`src/rtl/serial_adder.sv`:
```
// rtl/serial_adder.sv - bit-serial LSB-first ripple adder with start/done handshake
module serial_adder #(
    parameter int WIDTH = 8
) (
    input  logic             clk,
    input  logic             rst,
    input  logic             start,
    input  logic [WIDTH-1:0] A,
    input  logic [WIDTH-1:0] B,
    input  logic             Cin,
    output logic             ready,
    output logic             busy,
    output logic             done,
    output logic [WIDTH-1:0] Sum,
    output logic             Cout,
    output logic             Ovf
);

    // Counter only needs to reach WIDTH-1; it is held on the final edge so it never wraps.
    localparam int CW = $clog2(WIDTH);
    localparam logic [CW-1:0] LAST = CW'(WIDTH - 1);

    typedef enum logic [1:0] {
        S_IDLE,
        S_ADD,
        S_DONE
    } state_t;

    state_t           state_q, state_d;
    logic [WIDTH-1:0] a_sr_q, a_sr_d;
    logic [WIDTH-1:0] b_sr_q, b_sr_d;
    logic [WIDTH-1:0] sum_sr_q, sum_sr_d;
    logic             carry_q, carry_d;
    logic [CW-1:0]    count_q, count_d;
    logic [WIDTH-1:0] sum_q, sum_d;
    logic             cout_q, cout_d;
    logic             ovf_q, ovf_d;
    logic             ready_q, ready_d;
    logic             busy_q, busy_d;
    logic             done_q, done_d;

    logic             fa_sum;
    logic             fa_cout;

    // Single full-adder cell working on the current LSBs and the registered carry.
    always_comb begin
        fa_sum  = a_sr_q[0] ^ b_sr_q[0] ^ carry_q;
        fa_cout = (a_sr_q[0] & b_sr_q[0]) | (a_sr_q[0] & carry_q) | (b_sr_q[0] & carry_q);
    end

    // Next-state and datapath; results are published only on the final ADD edge.
    always_comb begin
        state_d  = state_q;
        a_sr_d   = a_sr_q;
        b_sr_d   = b_sr_q;
        sum_sr_d = sum_sr_q;
        carry_d  = carry_q;
        count_d  = count_q;
        sum_d    = sum_q;
        cout_d   = cout_q;
        ovf_d    = ovf_q;

        case (state_q)
            S_IDLE: begin
                if (start) begin
                    a_sr_d   = A;
                    b_sr_d   = B;
                    carry_d  = Cin;
                    sum_sr_d = '0;
                    count_d  = '0;
                    state_d  = S_ADD;
                end
            end
            S_ADD: begin
                sum_sr_d = {fa_sum, sum_sr_q[WIDTH-1:1]};
                a_sr_d   = a_sr_q >> 1;
                b_sr_d   = b_sr_q >> 1;
                carry_d  = fa_cout;
                if (count_q == LAST) begin
                    // carry_q here is the carry into the MSB, so XOR with carry-out flags signed overflow.
                    sum_d   = {fa_sum, sum_sr_q[WIDTH-1:1]};
                    cout_d  = fa_cout;
                    ovf_d   = fa_cout ^ carry_q;
                    state_d = S_DONE;
                end else begin
                    count_d = count_q + CW'(1);
                end
            end
            S_DONE: begin
                state_d = S_IDLE;
            end
            default: begin
                state_d = S_IDLE;
            end
        endcase

        ready_d = (state_d == S_IDLE);
        busy_d  = (state_d != S_IDLE);
        done_d  = (state_d == S_DONE);
    end

    // State and output registers with asynchronous reset.
    always_ff @(posedge clk or posedge rst) begin
        if (rst) begin
            state_q  <= S_IDLE;
            a_sr_q   <= '0;
            b_sr_q   <= '0;
            sum_sr_q <= '0;
            carry_q  <= 1'b0;
            count_q  <= '0;
            sum_q    <= '0;
            cout_q   <= 1'b0;
            ovf_q    <= 1'b0;
            ready_q  <= 1'b1;
            busy_q   <= 1'b0;
            done_q   <= 1'b0;
        end else begin
            state_q  <= state_d;
            a_sr_q   <= a_sr_d;
            b_sr_q   <= b_sr_d;
            sum_sr_q <= sum_sr_d;
            carry_q  <= carry_d;
            count_q  <= count_d;
            sum_q    <= sum_d;
            cout_q   <= cout_d;
            ovf_q    <= ovf_d;
            ready_q  <= ready_d;
            busy_q   <= busy_d;
            done_q   <= done_d;
        end
    end

    assign ready = ready_q;
    assign busy  = busy_q;
    assign done  = done_q;
    assign Sum   = sum_q;
    assign Cout  = cout_q;
    assign Ovf   = ovf_q;

endmodule

```
`config.mk`:
```
export PLATFORM = sky130hd
export DESIGN_NAME = serial_adder
export DESIGN_NICKNAME = d
export VERILOG_FILES = /design/src/rtl/serial_adder.sv
export SDC_FILE = /design/constraint.sdc
export NUM_CORES = 1
export LEC_CHECK = 0
export CAP_MARGIN = 15
export CORE_AREA = 4 4 74 76
export DETAILED_ROUTE_END_ITERATION = 12
export DIE_AREA = 0 0 78 80
export PLACE_DENSITY = 0.71
export SLEW_MARGIN = 20
export SYNTH_ARGS = -nofsm -noshare
export SYNTH_HDL_FRONTEND = slang
export SYNTH_SLANG_ARGS = --single-unit
```
`constraint.sdc`:
```
create_clock -name clk -period 5.1 [get_ports clk]
set_clock_uncertainty 0.2 [all_clocks]
set_input_delay 0.51 -clock clk [delete_from_list [all_inputs] [get_ports clk]]
set_output_delay 0.51 -clock clk [all_outputs]
set_load 0.01 [all_outputs]
```
After elaboration in Yosys (flattened, before gate mapping)
Index checks and enable logic that the tools add are counted.

word-level totals
  word-level logic and storage cells = 47
  input bits = 20
  output and inout port bits = 13
  bits in registers = 43

operators by class
  multiplexer cells = 14
  bitwise operators = 8
  equal/unequal tests = 5
  reductions and logical operators = 7
  add/subtract/negate cells = 1

operator list
  cell                 count
  $pmux 8 s2           3
  $mux 8               3
  $mux 3               2
  $pmux 3 s2           1
  $logic_not 2->1      2
  $mux 2               2
  $ne 2x2->1 const B   2
  $pmux 2 s2           1
  $reduce_and 2->1     2
  $reduce_bool 2->1    2
  $add 3x1->3 const B  1
  $and 1x1->1          3
  $eq 3x3->1 const B   1
  $reduce_and 3->1     1
  $xor 1x1->1          3
  $eq 2x1->1 const B   1
  $eq 2x2->1 const B   1
  $or 1x1->1           2
  $pmux 1 s2           1
  $mux 1               1

Depth between registers and ports, before layout
  depth after elaboration = 4
  depth in mapped cells = 5
  gate-level depth less buffers = 4

Worst setup path before layout
No wires, ideal clock.

  kind = register to register
  from = register count_q[0]
  to = register sum_q[0] (netlist: Sum[0])
  path slack = 3.312 ns
  stages on the path, launching flop included = 6
  period minus slack after synthesis = 1.788 ns
  library setup time = 0.125 ns
  data required time = 4.775 ns
  arrival time = 1.463 ns
  buffers on the path = 1
  path through = dfrtp_1 ha_1 ha_1 nand3b_4 buf_2 mux2_2

between the ends
  cells in the longest elaborated chain, start to end = 2

ends and longest elaborated chain
  element                            line  text
  start, declared                    34    logic [CW-1:0] count_q, count_d;
  start signal, assigned             123   count_q <= count_d;
  $eq 3x3->1                         79    if (count_q == LAST) begin
  $reduce_and 2->1 (no source line)  n/a
  end signal, assigned               124   sum_q <= sum_d;
  end, declared                      35    logic [WIDTH-1:0] sum_q, sum_d;

Every way passes these cells.
A chain may end at the register's enable or synchronous reset.

Final worst setup path
  from = input port start
  to = register a_sr_q[4]

between the ends
  cells in the longest elaborated chain, start to end = 2

ends and longest elaborated chain
  element                            line  text
  start, declared                    7     input logic start,
  $ne 2x2->1 (no source line)        n/a
  $reduce_and 2->1 (no source line)  n/a
  end signal, assigned               119   a_sr_q <= a_sr_d;
  end, declared                      30    logic [WIDTH-1:0] a_sr_q, a_sr_d;

Every way passes these cells.

==> qor.csv <==
metric,value,unit
status,completed,
drive_above_1_share,12.36,%
total_power,1.276,mW
multi_input_area,643.1,µm²
dieArea,6240,µm²
yosysUniqueCellTypes,24,
num_vias,1235,
highest_layer,met4,
fin_crit,2.058,ns
grt_pass1_vias,1244,
grt_pass1_wl,5.809,mm
cellPowerDensity,556.1,nW/µm²
n_antenna_cell,0,
drt-initial-drc-count,84,
start_kind,input pin,
boundaryPins,33,
syn_area,1868,µm²
clock_path_buffers,2,
die_y,80,µm
cts_hold_buf,0,
post_cts_resized,0,
synthFlopType,dfrtp_1,
tritoncts,done,
start_util,39.55,%
synth_warnings,0,
drt-met1-wl,1.517,mm
wl_met2,1.586,mm
rows,25,
cpMaxStageDelayCell,nor2b_1,
synth-edff-count,0,
path_clk_slew,0.07,ns
cts_root_buf,clkbuf_8,
globalplace.congestion,0.7646,
clk_latency,0.29,ns
fin_crit_sh,40.34,%
clkPwrFrac,19.9,%
p_int,0.8653,mW
synthesis.nets,172,
syn_inst,149,
fmaxAchievable,486.0,MHz
relSlewSlack,43.67,%
cp_max_fo,11,
seq_area_frac_synth,56.33,%
tightest_slew,0.8450,ns
firstDrtPassIters,5,
numCtsBuffers,5,
ys_ff_latch,42,
core_area,4723,µm²
hold_violations,0,
final_nets,200,
cp.required,5.02,ns
critPathCaptureType,flop,
grt-ovfl-total,0,
area_growth,22.84,%
die_x,78,µm
ff_latch_area,1052,µm²
syn_avg_cell_area,12.54,µm²
wl_per_cell,13.55,µm
cap_violations,0,
cts_sinks,42,
wl,3.320,mm
rsz0062_at_grt,false,
fillCellCount,439,
fin_setup_tns,0,ns
power_frac_seq,44.5,%
via_per_inst,5.041,
ir_worst_vdd,0.0002176,V
finalSetupViolations,0,
cts.htree.levels,2,
sw_frac_of_total,32.19,%
fin_ws,3.042,ns
wl_met3,190,µm
dp_hpwl,2.192,mm
track_usage,11.86,%
comb_power_share,35.6,%
pre_cts_ws,2.708,ns
synth-async-reset-ratio,100.0,%
ant_nets,0,
drc_errors,0,
switching_power,0.4108,mW
slew_violations,0,
antenna_found_initial,0,
criticalPathCategory,input pin to flop,
post_cts_buffers,0,
hp-class,flop to flop,
grt_max_degree,43,
mostFrequentLayoutCells,"dfrtp_1, clkdlybuf4s50_1, inv_1, nor2_1, a222oi_1",
crit_path_max_incr_delay,0.67,ns
p_leak,1.093,nW
layout_commonest_cell,dfrtp_1,
path_cells,clkdlybuf4s50_1 > nor2b_1 > a222oi_1,
io_buffers,32,
arrival,1.98,ns
[stage by stage]
step	std cells	utilization, %	instance area, µm²	hold WS, ns
floorplan	149	-	1868	0.2689
global route	245	48.58	2295	0.3173
detailed placement	237	46.23	2183	0.2888
CTS	245	48.53	2292	0.3056
finish	245	48.58	2295	0.2985
global placement	237	46.23	2183	0.2802
[registers in the layout, summed over array words and instances, names as in the netlist]
name / flops
Cout: 1
Ovf: 1
Sum: 8
a_sr_q: 8
b_sr_q: 8
busy: 1
carry_q: 1
count_q: 3
done: 1
ready: 1
state_q: 2
sum_sr_q: 7
[power groups by stage]
stage	Combinational, mW	Clock, mW	Sequential, mW
global route	0.512	0.277	0.587
CTS	0.462	0.261	0.567
detailed placement	0.461	0	0.572
floorplan	0.358	0	0.549
finish	0.455	0.254	0.568
global placement	0.449	0	0.568
[cell usage after synthesis, types with 2 or more instances]
master	count	area (µm²)
dfrtp_1	41	1026
inv_1	21	78.83
nor2_1	11	41.29
a222oi_1	10	100.1
a22o_1	9	78.83
mux2_2	8	90.09
buf_6	6	67.56
nor3b_1	6	45.04
a211oi_1	5	37.54
buf_2	5	25.02
nor2b_1	5	31.28
nor4b_1	5	43.79
a221o_1	3	30.03
and3_1	3	18.77
ha_1	2	25.02
[worst max-delay path: cells and delay by family]
kind / cells / cell delay [ns]
buffers and inverters: 1 / 0.60
AND/OR/NAND/NOR: 1 / 0.67
AO/OA/AOI/OAI: 1 / 0.20
[final timing paths]
path	cells after the start	startpoint	slack [ns]	to
max in group asynchronous	3	rst	3.89	ready$_DFF_PP1_
min in group asynchronous	3	rst	0.45	Sum[3]$_DFFE_PP0P_
min reg2reg	1	Ovf$_DFFE_PP0P_	0.30	Ovf$_DFFE_PP0P_
min	1	Ovf$_DFFE_PP0P_	0.30	Ovf$_DFFE_PP0P_
max reg2reg	2	state_q[0]$_DFF_PP0_	3.11	a_sr_q[4]$_DFFE_PP0P_
max	3	start	3.04	a_sr_q[4]$_DFFE_PP0P_
[area by class of cell]
type / instances / share of cell area [%]
Clock buffer: 5 / 2.999
Clock inverter: 3 / 1.745
Inverter: 21 / 3.435
Multi-Input combinational cell: 74 / 28.03
Sequential cell: 42 / 45.86
Tap cell: 67 / 3.653
Timing Repair Buffer: 33 / 14.29
[logic make-up (layout without fill, tap and decap cells)]
kind of cell,after synthesis,count (layout),synth area share [%]
xor gates and xnor gates,1,1,0.4689
and+or+nand+nor,31,31,10.72
muxes,10,10,5.961
DFF,42,42,56.33
AOI/OAI and AO/OA,29,29,14.74
adders and majority gates,3,3,2.411
buffers and inverters,33,62,9.377
[per-layer routing]
| layer | track usage, % | up-vias |
|---|---|---|
| met4 | 3.671 | 0 |
| met5 | 0 | - |
| li1 | - | 588 |
| met3 | 3.950 | 4 |
| met1 | 14.96 | 611 |
| met2 | 19.26 | 32 |
Note: power is estimated with default switching activity, not from simulation.
